$ cat config.mk
export PLATFORM = sky130hd
export DESIGN_NAME = note_sequencer_flat
export DESIGN_NICKNAME = d
export VERILOG_FILES = /design/src/rtl/note_sequencer_pkg.sv /design/src/rtl/note_sequencer_if.sv /design/src/rtl/note_sequencer_ms_tick.sv /design/src/rtl/note_sequencer.sv /design/src/flat_wrapper.sv
export SDC_FILE = /design/constraint.sdc
export NUM_CORES = 1
export LEC_CHECK = 0
export ABC_AREA = 1
export BUFFER_PORTS_ARGS = -buffer_cell sky130_fd_sc_hd__buf_2
export CORE_ASPECT_RATIO = 1.4
export CORE_UTILIZATION = 55
export DETAILED_ROUTE_END_ITERATION = 6
export GPL_TIMING_DRIVEN = 0
export PLACE_DENSITY = 0.79
export SLEW_MARGIN = 25
export SYNTH_ARGS = -nofsm -noshare
export SYNTH_HDL_FRONTEND = slang
export SYNTH_SLANG_ARGS = --single-unit
export TNS_END_PERCENT = 10
$ cat constraint.sdc
create_clock -name i_clk -period 1.89 [get_ports i_clk]
set_clock_uncertainty 0.1 [all_clocks]
set_input_delay 0.2835 -clock i_clk [delete_from_list [all_inputs] [get_ports i_clk]]
set_output_delay 0.2835 -clock i_clk [all_outputs]
set_load 0.005 [all_outputs]
$ cat src/rtl/note_sequencer_pkg.sv
// Shared audio definitions: field widths, note word layout and sequencer state encoding.
// The tone generator uses the same widths and tone range.
package note_sequencer_pkg;

  localparam int TONE_W = 6;
  localparam int VOL_W  = 4;
  localparam int DUR_W  = 10;
  localparam int NOTE_W = TONE_W + VOL_W + DUR_W;

  localparam int TONE_LSB = 0;
  localparam int VOL_LSB  = TONE_LSB + TONE_W;
  localparam int DUR_LSB  = VOL_LSB + VOL_W;

  localparam logic [TONE_W-1:0] TONE_MAX = TONE_W'(48);

  typedef enum logic [1:0] {S_IDLE, S_PLAY, S_GAP} seq_state_t;

  // Codes 0 and above TONE_MAX, or a silent volume, are rests.
  function automatic logic is_playable(input logic [TONE_W-1:0] tone,
                                       input logic [VOL_W-1:0]  vol);
    return (tone != '0) && (tone <= TONE_MAX) && (vol != '0);
  endfunction

endpackage

$ cat src/rtl/note_sequencer_if.sv
// Note stream handshake plus tone generator control outputs.
interface note_sequencer_if;
  import note_sequencer_pkg::*;

  logic [NOTE_W-1:0] note_data;
  logic              note_valid;
  logic              note_ready;
  logic              stop;
  logic [TONE_W-1:0] tone;
  logic              en;
  logic [VOL_W-1:0]  vol;
  logic              busy;
  logic              done;

  modport master (
    output note_data, note_valid, stop,
    input  note_ready, tone, en, vol, busy, done
  );

  modport slave (
    input  note_data, note_valid, stop,
    output note_ready, tone, en, vol, busy, done
  );

endinterface

$ cat src/rtl/note_sequencer_ms_tick.sv
// Duration tick prescaler: one-cycle pulse every TICK_CYCLES clocks, restartable by a
// synchronous clear so the first tick after a clear lands exactly TICK_CYCLES cycles later.
module ms_tick #(
  parameter int TICK_CYCLES = 100000
) (
  input  logic i_clk,
  input  logic i_clr,
  output logic o_tick
);

  localparam int CNT_W = (TICK_CYCLES > 1) ? $clog2(TICK_CYCLES) : 1;
  localparam logic [CNT_W-1:0] LAST = CNT_W'(TICK_CYCLES - 1);

  logic [CNT_W-1:0] r_cnt;

  always_ff @(posedge i_clk) begin
    if (i_clr || (r_cnt == LAST)) r_cnt <= '0;
    else                          r_cnt <= r_cnt + 1'b1;
  end

  assign o_tick = (r_cnt == LAST) && !i_clr;

endmodule

$ cat src/rtl/note_sequencer.sv
// Note sequencer: accepts note words, plays each for its duration, inserts a silent gap,
// then signals DONE and accepts the next note in that same cycle.
module note_sequencer
  import note_sequencer_pkg::*;
#(
  parameter int TICK_CYCLES = 100000,
  parameter int GAP_TICKS   = 10
) (
  input logic              i_clk,
  input logic              i_rst,
  note_sequencer_if.slave  io_note
);

  localparam int GAP_W = (GAP_TICKS > 0) ? $clog2(GAP_TICKS + 1) : 1;
  localparam logic [GAP_W-1:0] GAP_INIT = GAP_W'(GAP_TICKS);

  seq_state_t        r_state, w_state_nxt;
  logic [DUR_W-1:0]  r_dur,   w_dur_nxt;
  logic [GAP_W-1:0]  r_gap,   w_gap_nxt;
  logic [TONE_W-1:0] r_tone,  w_tone_nxt;
  logic [VOL_W-1:0]  r_vol,   w_vol_nxt;
  logic              r_en,    w_en_nxt;
  logic              r_done,  w_done_nxt;
  logic              r_busy;

  logic              w_ready, w_accept, w_tick;
  logic [TONE_W-1:0] w_in_tone;
  logic [VOL_W-1:0]  w_in_vol;
  logic [DUR_W-1:0]  w_in_dur;

  assign w_in_tone = io_note.note_data[TONE_LSB +: TONE_W];
  assign w_in_vol  = io_note.note_data[VOL_LSB  +: VOL_W];
  assign w_in_dur  = io_note.note_data[DUR_LSB  +: DUR_W];

  assign w_ready  = (r_state == S_IDLE) && !io_note.stop && !i_rst;
  assign w_accept = io_note.note_valid && w_ready;

  // Restarting the prescaler at accept makes every note tick exactly TICK_CYCLES long.
  ms_tick #(.TICK_CYCLES(TICK_CYCLES)) u_tick (
    .i_clk  (i_clk),
    .i_clr  (i_rst || io_note.stop || w_accept),
    .o_tick (w_tick)
  );

  always_comb begin
    w_state_nxt = r_state;
    w_dur_nxt   = r_dur;
    w_gap_nxt   = r_gap;
    w_tone_nxt  = r_tone;
    w_vol_nxt   = r_vol;
    w_en_nxt    = r_en;
    w_done_nxt  = 1'b0;

    case (r_state)
      S_IDLE: begin
        if (w_accept) begin
          if (w_in_dur == '0) begin
            w_done_nxt = 1'b1;
          end else begin
            w_state_nxt = S_PLAY;
            w_dur_nxt   = w_in_dur;
            w_vol_nxt   = w_in_vol;
            w_en_nxt    = is_playable(w_in_tone, w_in_vol);
            w_tone_nxt  = is_playable(w_in_tone, w_in_vol) ? w_in_tone : '0;
          end
        end
      end
      S_PLAY: begin
        if (w_tick) begin
          if (r_dur == DUR_W'(1)) begin
            w_dur_nxt  = '0;
            w_en_nxt   = 1'b0;
            w_tone_nxt = '0;
            if (GAP_TICKS > 0) begin
              w_state_nxt = S_GAP;
              w_gap_nxt   = GAP_INIT;
            end else begin
              w_state_nxt = S_IDLE;
              w_done_nxt  = 1'b1;
            end
          end else begin
            w_dur_nxt = r_dur - 1'b1;
          end
        end
      end
      S_GAP: begin
        if (w_tick) begin
          if (r_gap == GAP_W'(1)) begin
            w_state_nxt = S_IDLE;
            w_gap_nxt   = '0;
            w_done_nxt  = 1'b1;
          end else begin
            w_gap_nxt = r_gap - 1'b1;
          end
        end
      end
      default: w_state_nxt = S_IDLE;
    endcase

    // Abort silences the generator and drops any pending completion.
    if (io_note.stop) begin
      w_state_nxt = S_IDLE;
      w_dur_nxt   = '0;
      w_gap_nxt   = '0;
      w_tone_nxt  = '0;
      w_vol_nxt   = '0;
      w_en_nxt    = 1'b0;
      w_done_nxt  = 1'b0;
    end
  end

  always_ff @(posedge i_clk) begin
    if (i_rst) begin
      r_state <= S_IDLE;
      r_dur   <= '0;
      r_gap   <= '0;
      r_tone  <= '0;
      r_vol   <= '0;
      r_en    <= 1'b0;
      r_done  <= 1'b0;
      r_busy  <= 1'b0;
    end else begin
      r_state <= w_state_nxt;
      r_dur   <= w_dur_nxt;
      r_gap   <= w_gap_nxt;
      r_tone  <= w_tone_nxt;
      r_vol   <= w_vol_nxt;
      r_en    <= w_en_nxt;
      r_done  <= w_done_nxt;
      r_busy  <= (w_state_nxt != S_IDLE);
    end
  end

  assign io_note.note_ready = w_ready;
  assign io_note.tone       = r_tone;
  assign io_note.vol        = r_vol;
  assign io_note.en         = r_en;
  assign io_note.busy       = r_busy;
  assign io_note.done       = r_done;

endmodule

$ cat src/flat_wrapper.sv
// flat-port wrapper written by rule: the top's interface ports become plain ports
module note_sequencer_flat import note_sequencer_pkg::*;
#(
  parameter int TICK_CYCLES = 100000,
  parameter int GAP_TICKS   = 10
)
  (i_clk, i_rst, io_note_note_data, io_note_note_valid, io_note_stop, io_note_note_ready, io_note_tone, io_note_en, io_note_vol, io_note_busy, io_note_done);
  note_sequencer_if io_note_i ();
  input logic i_clk;
  input logic i_rst;
  input wire logic [$bits(io_note_i.note_data)-1:0] io_note_note_data;
  input wire logic [$bits(io_note_i.note_valid)-1:0] io_note_note_valid;
  input wire logic [$bits(io_note_i.stop)-1:0] io_note_stop;
  output wire logic [$bits(io_note_i.note_ready)-1:0] io_note_note_ready;
  output wire logic [$bits(io_note_i.tone)-1:0] io_note_tone;
  output wire logic [$bits(io_note_i.en)-1:0] io_note_en;
  output wire logic [$bits(io_note_i.vol)-1:0] io_note_vol;
  output wire logic [$bits(io_note_i.busy)-1:0] io_note_busy;
  output wire logic [$bits(io_note_i.done)-1:0] io_note_done;
  assign io_note_i.note_data = io_note_note_data;
  assign io_note_i.note_valid = io_note_note_valid;
  assign io_note_i.stop = io_note_stop;
  assign io_note_note_ready = io_note_i.note_ready;
  assign io_note_tone = io_note_i.tone;
  assign io_note_en = io_note_i.en;
  assign io_note_vol = io_note_i.vol;
  assign io_note_busy = io_note_i.busy;
  assign io_note_done = io_note_i.done;
  note_sequencer #(.TICK_CYCLES(TICK_CYCLES), .GAP_TICKS(GAP_TICKS)) u_core (.i_clk(i_clk), .i_rst(i_rst), .io_note(io_note_i));
endmodule
* After elaboration in Yosys (flattened, before gate mapping) *
Index checks and enable logic that the tools add are counted.

operators by class
  bitwise logic cells = 1
  $lt $le $gt $ge = 1
  eq/ne operators = 10
  add/sub/neg operators = 3
  reduce and logical (&&, ||, !) cells = 24
  muxes and demuxes = 34

operators by type and width
  kind                                                                      count
  10-bit two-way mux                                                        4
  6-bit two-way mux                                                         5
  10-bit one-hot mux with 2 select lines                                    1
  17-bit by 1-bit adder with 17-bit output (second input constant)          1
  17-bit equality test (second input constant)                              1
  4-bit two-way mux                                                         4
  2-bit two-way mux                                                         7
  6-bit one-hot mux with 2 select lines                                     1
  10-bit by 1-bit equality test with 1-bit output (second input constant)   1
  10-bit logical NOT                                                        1
  10-bit by 1-bit subtractor with 10-bit output (second input constant)     1
  1-bit two-way mux                                                         8
  4-bit one-hot mux with 2 select lines                                     1
  4-bit AND reduction                                                       2
  6-bit <= comparator (second input constant)                               1
  1-bit logical AND                                                         6
  2-bit inequality test (second input constant)                             3
  2-bit one-hot mux with 3 select lines                                     1
  2-bit nonzero test                                                        3
  6-bit nonzero test                                                        1
  5-bit AND reduction                                                       1
  4-bit by 1-bit equality test with 1-bit output (second input constant)    1
  2-bit by 1-bit inequality test with 1-bit output (second input constant)  2
  1-bit one-hot mux with 2 select lines                                     2
  other kinds (10)                                                          14

word-level totals
  input bits = 24
  flip-flop bits (word level) = 46

* Logic depth before layout (Yosys ltp) *
Gate-level depths: netlist (run 1).

  depth after elaboration = 11
  depth in mapped cells = 12
  gate-level depth less buffers = 12

* By module *
Synthesis (run 1) repeated with hierarchy kept, for this count alone.

second synthesis, totals
  cell total of the unflattened synthesis = 415
  area, all modules = 2,650.0 µm²

by module, submodules not included
  module          seq. area each (µm²)  cells an instance  times used  area each (µm²)
  note_sequencer  580.6                 274                1           1,714.1
  ms_tick         340.3                 141                1           935.9

* Least setup slack after synthesis (run 1) *
No wires, ideal clock.

  kind = reg2reg
  start point = register u_core.u_tick.r_cnt[0]
  end point = register u_core.u_tick.r_cnt[14]
  cell stages (with the launch flop) = 11
  path slack = 0.265 ns
  data arrival time = 1.410 ns
  library setup time = 0.115 ns
  cells stage by stage = dfxtp_1 ha_1 nand2_1 nor2_1 nand2_1 nor2_1 nand3_1 nor2_1 nand3_1 nand2_1 nor2_1

between the ends
  word-level cells in the longest chain between the ends = 2
  elaborated cells between the ends (all ways) = 3
  classes of those cells = add/sub: 1; eq/ne: 1; reduce/logical: 1

RTL lines
  item                                                                              line                          source
  start: declaration                                                                note_sequencer_ms_tick.sv:14  logic [CNT_W-1:0] r_cnt;
  start signal: assignment                                                          note_sequencer_ms_tick.sv:18  else r_cnt <= r_cnt + 1'b1;
  branches (longest 2 deep; another with 17-bit by 1-bit adder with 17-bit output)  n/a

Several ways; the timed one is not identified.
A chain may end at the register's enable or synchronous reset.

* Worst setup path after layout (run 1) *
  start point = register u_core.u_tick.r_cnt[0]
  end point = register u_core.r_dur[9]

between the ends
  word-level cells in the longest chain between the ends = 4

RTL lines
  item                                    line                          source
  17-bit equality test                    note_sequencer_ms_tick.sv:21  assign o_tick = (r_cnt == LAST) && !i_clr;
  1-bit logical AND                       note_sequencer_ms_tick.sv:21
  2-bit inequality test (no source line)  n/a
  4-bit AND reduction (no source line)    n/a
  end signal: assignment                  note_sequencer.sv:124         r_dur <= w_dur_nxt;
  end: declaration                        note_sequencer.sv:18          logic [DUR_W-1:0] r_dur, w_dur_nxt;

No other way between the ends.

==> flow_metrics.env, run 1 <==
export IMPL_syn_instance_count=397
export IMPL_synth_simple_area_share_pct=42.7
export IMPL_drc_errors=0
export IMPL_portBuffers=37
export IMPL_max_freq_mhz=563
export IMPL_synth_top_family_by_area="simple AND/OR/NAND/NOR gates"
export IMPL_row_count=29
export IMPL_synthXorXnorAreaFrac_pct=2.34
export IMPL_drt_wl_total_mm=6.10
export IMPL_start_kind="flop"
export IMPL_hp_class="input pin to flop"
export IMPL_synth_mux_area_fraction_pct=0
export IMPL_synth_area_leaders="dfxtp_1 (35%), nand2_1 (13%), nor2_1 (11%), nand3_1 (7.4%), inv_1 (6.4%)"
export IMPL_gr_total_overflow=0
export IMPL_power_leakage_nw=1.42
export IMPL_ctsLongestPathBuffers=2
export IMPL_post_route_min_period_ns=1.78
export IMPL_period_share_pct=94.0
export IMPL_endpoint_kind="flop"
export IMPL_ys_warnings_count=0
export IMPL_cts_max_level=2
export IMPL_initial_core_util_pct=57.4
export IMPL_synth_ff_type="dfxtp_1"
export IMPL_syn_nets=426
export IMPL_finalWorstSetupSlack_ns=0.113
export IMPL_relSlewSlack_pct=68.6
export IMPL_avgSynthCellArea_um2=6.61
export IMPL_antenna_found_initial=0
export IMPL_cp_startpoint="u_core.u_tick.r_cnt[0]"
export IMPL_drtIter0Drc=90
export IMPL_worstHoldEndpoint="u_core.io_note.vol[2]"
export IMPL_dpl_cell_area_um2=2890
export IMPL_utilization_pct=68.2
export IMPL_num_antenna_cells=0
export IMPL_maxCapViolations=0
export IMPL_insertion_delay_ns=0.30
export IMPL_die_y_um=83.7
export IMPL_detail_route_first_pass_iterations=4
export IMPL_synth_async_sr_flop_share_pct=0
export IMPL_arrival_ns=1.87
export IMPL_netlist_area_leader_share_pct=35.1
export IMPL_ys_types=34
export IMPL_r2r_start="u_core.u_tick.r_cnt[0]"
export IMPL_syn2layout_area_growth_pct=18.9
export IMPL_power_density_nw_per_um2=629
export IMPL_core_area_um2=4570
export IMPL_holdCritStartpoint="io_note_note_data[8]"
export IMPL_worst_ep_required_time_ns=1.99
export IMPL_gp_congestion=0.931
export IMPL_worst_hold_slack_ns=0.126
export IMPL_peakVddDrop_uv=361
export IMPL_finalSetupViolCount=0
export IMPL_worstHoldPathCells=3
export IMPL_route_detailed_vias_per_inst=5.09
export IMPL_hpwl_mm=4.58
export IMPL_cts_tree="built"
export IMPL_cts_buffers_inserted=5
export IMPL_synth_seq_area_share_pct=35.1
export IMPL_grt_start_max_net_pins=16
export IMPL_grt_usage_pct=24.9
export IMPL_cts_root_buf="clkbuf_8"
export IMPL_tightest_slew_ns=0.468
export IMPL_layout_drive_gt1_share_pct=20.4
export IMPL_hold_viol_final=0
export IMPL_die_area_um2=5050
export IMPL_final_area_um2=3120
export IMPL_slew_violations=0
export IMPL_worstSetupPathType="flop to flop"
export IMPL_r2r_slack_ns=0.11
export IMPL_reg2reg_to="u_core.r_dur[9]"
export IMPL_num_io_pins=38
export IMPL_die_w_um=60.4
export IMPL_worst_r2r_cell_count=10
export IMPL_clk_pin_slew_ns=0.09
export IMPL_ys_ff_latch=46
export IMPL_nets=475
export IMPL_synth_compound_area_share_pct=9.26
export IMPL_status="finished, final reports clean"
export IMPL_dpl_worst_slack_ns=-0.0273
export IMPL_netlist_area_um2=2620
export IMPL_numClockSinks=46
export IMPL_grt_pass1_wl_mm=9.83
export IMPL_grt_pass1_vias=2461
export IMPL_final_antenna_net_count=0
export IMPL_route_vias_total=2591
export IMPL_synth_fa_ha_area_share_pct=2.39
export IMPL_cp_max_fo=6
export IMPL_wire_per_inst_um=12.0
export IMPL_synth_edf_count=0
export IMPL_synth_top_cell_by_area="dfxtp_1"
export IMPL_final_setup_tns_ns=0
-- how the worst max path moves through the flow --
stage,to,depth (start not counted)
3_3_place_gp,u_core.u_tick.r_cnt[14],10
4_1_cts,u_core.io_note.tone[3],10
3_5_place_dp,u_core.u_tick.r_cnt[14],10
5_1_grt,u_core.r_dur[8],11
6_report,u_core.r_dur[9],10
2_1_floorplan,u_core.u_tick.r_cnt[14],10
-- metal layers --
layer | vias up | global-route usage, % | share of wire (%)
met2 | 44 | 48.4 | 56
met4 | 0 | 8.88 | 1.3
met3 | 11 | 4.19 | 3.7
met5 | - | 0 | 0
met1 | 1170 | 24.5 | 39
li1 | 1366 | - | -
-- Yosys cell counts, types with 2 or more instances --
library cell / instances
a21oi_1: 19
buf_2: 2
dfxtp_1: 46
ha_1: 5
inv_1: 45
inv_2: 3
nand2_1: 94
nand2_2: 4
nand3_1: 39
nand3_2: 2
nand4_1: 3
nor2_1: 76
nor2_2: 2
nor3_1: 9
nor3b_1: 4
nor4_1: 3
o21ai_0: 15
o22ai_1: 3
or2_2: 3
xnor2_1: 3
xor2_1: 4
-- stage by stage --
step	std cells	total power, mW
3_5_place_dp	496	1.24
3_3_place_gp	496	1.23
4_1_cts	504	1.97
6_report	509	1.96
2_1_floorplan	397	1.16
5_1_grt	509	2.06
-- cell type report --
| cell class | count | area [um^2] |
|---|---|---|
| Buffer | 4 | 26.3 |
| Clock buffer | 5 | 68.8 |
| Clock inverter | 3 | 45.0 |
| Fill cell | 432 | 1450 |
| Inverter | 49 | 191 |
| Multi-Input combinational cell | 300 | 1580 |
| Sequential cell | 46 | 925 |
| Tap cell | 62 | 77.6 |
| Timing Repair Buffer | 40 | 208 |
-- critical path, cell delays in order (launching register included) --
cell and delay (ns):
dfxtp_2 0.37, ha_4 0.14, nand2_2 0.07, nor2_4 0.14, nand3_2 0.10, nor2_4 0.15, nand3_4 0.16, nand2_8 0.17
o21ai_2 0.12, nor2_1 0.12, nor2_1 0.05
-- placed cells by master, fill, tap and decap left out, types with 4 or more instances in the layout --
master    synthesis  layout
a21oi_1          19      19
buf_2             2      39
clkbuf_8          0       5
dfxtp_1          46      43
ha_1              5       4
inv_1            45      44
inv_2             3       4
nand2_1          94      93
nand3_1          39      38
nor2_1           76      70
nor2_2            2       5
nor2_4            1       4
nor3_1            9       9
nor3b_1           4       4
o21ai_0          15      15
xor2_1            4       4
-- power by group --
part           internal, mW  total [mW]  switching (mW)
registers             0.981       0.989         0.00850
clock network         0.393       0.732           0.339
logic                0.0908       0.240           0.149
-- logic make-up (layout without fill, tap and decap cells) --
logic type      after synthesis  in the layout
fa+ha+maj                     5              5
compound gates               40             41
simple gates                246            247
flops                        46             46
xor+xnor                      7              7
buf+inv                      53            101
-- timing repair --
action	4_1_cts	5_1_grt
endpoints found under the setup margin	6	39
cloned	0	2
resized for setup	2	21
hold buffers	0	0
setup buffers	0	3
pin swaps	0	6
-- state kept, by name, summed over array words and instances (netlist names) --
name	cells
u_core.u_tick.r_cnt	17
u_core.r_dur	10
u_core.io_note.tone	6
u_core.io_note.vol	4
u_core.r_gap	4
u_core.r_state	2
u_core.io_note.busy	1
u_core.io_note.done	1
u_core.io_note.en	1
Note: power is estimated with default switching activity, not from simulation.
==> run 2, diff against run 1 <==
- HOLD_SLACK_MARGIN: not set -> 0.06
- SYNTH_HIERARCHICAL: not set -> 1
==> flow_metrics.env, run 2 <==
export IMPL_worstSetupPathType="flop to flop"
export IMPL_max_freq_mhz=550
export IMPL_most_common_layout_cells="nand2_1 (102), nor2_1 (70), inv_1 (52)"
export IMPL_netlist_area_um2=2650
export IMPL_cts_max_level=2
export IMPL_hpwl_mm=4.34
export IMPL_cts_buffers_inserted=5
export IMPL_fill_cells=427
export IMPL_syn2layout_area_growth_pct=19.8
export IMPL_route_vias_total=2603
export IMPL_die_w_um=60.7
export IMPL_gp_congestion=0.848
export IMPL_wl_met3_um=124
export IMPL_synth_ff_type="dfxtp_1"
export IMPL_endpoint_kind="flop"
export IMPL_syn_instance_count=415
export IMPL_num_io_pins=38
export IMPL_hp_class="input pin to flop"
export IMPL_dp_cells=514
export IMPL_cp_max_fo=7
export IMPL_arrival_ns=1.94
export IMPL_multi_input_area_um2=1560
export IMPL_final_common_cell="nand2_1"
export IMPL_status="finished, final reports clean"
export IMPL_row_count=29
export IMPL_top_regs="u_core/u_tick/r_cnt x17, u_core/r_dur x10, u_core/io_note.tone x6"
export IMPL_drt_wl_total_mm=5.72
export IMPL_path_cells="ha_4, nand2_4, nor2_4, nand3_2, nor2_4, nand2_2, nand2_4, nand2_4, nor2_4, nand2_1, a21oi_1"
export IMPL_core_area_um2=4570
export IMPL_netlist_area_leader_share_pct=34.7
export IMPL_finalSetupViolCount=0
export IMPL_antenna_found_initial=0
export IMPL_nets=495
export IMPL_power_density_nw_per_um2=575
export IMPL_drtIter0Drc=118
export IMPL_layout_drive_gt1_share_pct=24.6
export IMPL_route_detailed_vias_per_inst=4.92
export IMPL_drc_errors=0
export IMPL_cp_top_family="simple AND/OR/NAND/NOR gates"
export IMPL_path_buf_inv=0
export IMPL_clkPwrFrac_pct=33.5
export IMPL_synth_edf_count=0
export IMPL_synth_top_cell_by_area="dfxtp_1"
export IMPL_cts_hold_buf=0
export IMPL_highest_layer="met4"
export IMPL_final_antenna_net_count=0
export IMPL_clk_pin_slew_ns=0.08
export IMPL_num_antenna_cells=0
export IMPL_p_int_mw=1.37
export IMPL_hold_viol_final=0
export IMPL_netSwitchingFraction_pct=25.2
export IMPL_grt_usage_pct=24.4
export IMPL_die_y_um=84.1
export IMPL_synth_area_leaders="dfxtp_1 (35%), nand2_1 (16%), nor2_1 (11%), inv_1 (7.5%), nand3_1 (4.9%)"
export IMPL_grt_setup_unrepaired="yes"
export IMPL_avgSynthCellArea_um2=6.39
export IMPL_ys_warnings_count=6
export IMPL_peakVddDrop_uv=639
export IMPL_wirelength_met1_mm=2.28
export IMPL_period_share_pct=96.1
export IMPL_synth_async_sr_flop_share_pct=0
export IMPL_die_area_um2=5100
export IMPL_finalWorstSetupSlack_ns=0.0731
export IMPL_cts_tree="built"
export IMPL_numClockSinks=46
export IMPL_power_frac_seq_pct=54.2
export IMPL_dpl_worst_slack_ns=-0.496
export IMPL_grt_pass1_vias=2426
export IMPL_wl_met2_mm=3.22
export IMPL_top_register="u_core/u_tick/r_cnt"
export IMPL_cts_root_buf="clkbuf_8"
export IMPL_power_leakage_nw=1.45
export IMPL_slew_violations=0
export IMPL_grt_start_max_net_pins=14
export IMPL_relSlewSlack_pct=71.6
export IMPL_gr_total_overflow=0
export IMPL_largest_reg_flops=17
export IMPL_maxCapViolations=0
export IMPL_critPathMaxStageDelay_ns=0.36
export IMPL_post_route_min_period_ns=1.82
export IMPL_slowest_stage="dfxtp_2"
export IMPL_start_kind="flop"
export IMPL_insertion_delay_ns=0.29
export IMPL_portBuffers=37
export IMPL_ys_types=29
export IMPL_synth_common_cells="nand2_1 (110), nor2_1 (75), inv_1 (53), dfxtp_1 (46), nand3_1 (26)"
export IMPL_grt_pass1_wl_mm=9.75
export IMPL_ctsLongestPathBuffers=2
export IMPL_yosysMostFrequentCell="nand2_1"
export IMPL_ys_ff_latch=46
export IMPL_syn_nets=444
export IMPL_tightest_slew_ns=0.426
export IMPL_initial_core_util_pct=58.0
export IMPL_switchingPower_mw=0.461
export IMPL_detail_route_first_pass_iterations=4
export IMPL_fin_cells=529
export IMPL_comb_power_share_pct=12.3
export IMPL_synth_seq_area_share_pct=34.7
export IMPL_seq_area_um2=931
export IMPL_wire_per_inst_um=10.8
export IMPL_worst_ep_required_time_ns=2.01
==> run 2: final cells by class <==
type | count | share of cell area [%]
inverters | 57 | 7.06
repair buffers | 44 | 7.61
flip-flops and latches | 46 | 29.3
plain buffers | 5 | 1.58
clock buffers | 7 | 2.72
well taps | 62 | 2.44
clock inverters | 1 | 0.158
multi-input cells | 307 | 49.1
==> run 2: power groups by stage <==
stage | registers, mW | clock network (mW) | logic (mW)
after CTS | 0.990 | 0.629 | 0.214
after global placement | 1.01 | 0 | 0.201
final | 0.990 | 0.612 | 0.225
after global routing | 0.992 | 0.663 | 0.252
after floorplan | 1.01 | 0 | 0.139
after detailed placement | 1.01 | 0 | 0.205
==> run 2: repair_timing <==
action                     CTS  global route
buffers inserted             3             3
pin swaps                    4            11
resized for setup           12            29
cloned                       1             0
setup endpoints to repair   23            23
==> run 2: per-stage QoR <==
step	total power, mW	instance area (um^2)	util, %	hold WS [ns]	setup TNS (ns)
floorplan	1.15	2650	-	0.318	0
global placement	1.21	2920	63.8	0.357	-9.36
detailed placement	1.22	2920	63.8	0.359	-10.10
CTS	1.83	3070	67.2	0.130	-0.00555
global route	1.91	3170	69.4	0.139	-0.0144
finish	1.83	3170	69.4	0.135	0
==> run 2: worst paths after layout <==
| path | from | to | slack (ns) | cells past startpoint |
|---|---|---|---|---|
| worst max-delay path | u_core/u_tick/r_cnt[0] | u_core/io_note.tone[3] | 0.07 | 11 |
| worst min-delay path | io_note_note_data[6] | u_core/io_note.vol[0] | 0.13 | 3 |
| worst max register to register | u_core/u_tick/r_cnt[0] | u_core/io_note.tone[3] | 0.07 | 11 |
| worst min register to register | u_core/io_note.tone[5] | u_core/io_note.tone[5] | 0.37 | 2 |
==> run 2: metal layers <==
layer,GRT usage (%),vias up
met1,24.4,1163
met2,48.0,43
met5,0,-
met3,3.39,9
met4,8.47,0
li1,-,1388
==> run 2: kinds of logic after synthesis <==
family / share of synthesized area, %
and+or+nand+nor: 42.1
AOI/OAI and AO/OA: 8.22
adders and majority gates: 2.36
xor gates and xnor gates: 2.64
buffers and inverters: 9.96
DFF: 34.7
==> run 2: worst reg2reg max path: cells and delay by family (launching register included) <==
family | cells | cell delay (ns)
AOI/OAI and AO/OA | 1 | 0.13
adders and majority gates | 1 | 0.16
DFF | 1 | 0.36
and+or+nand+nor | 9 | 0.99
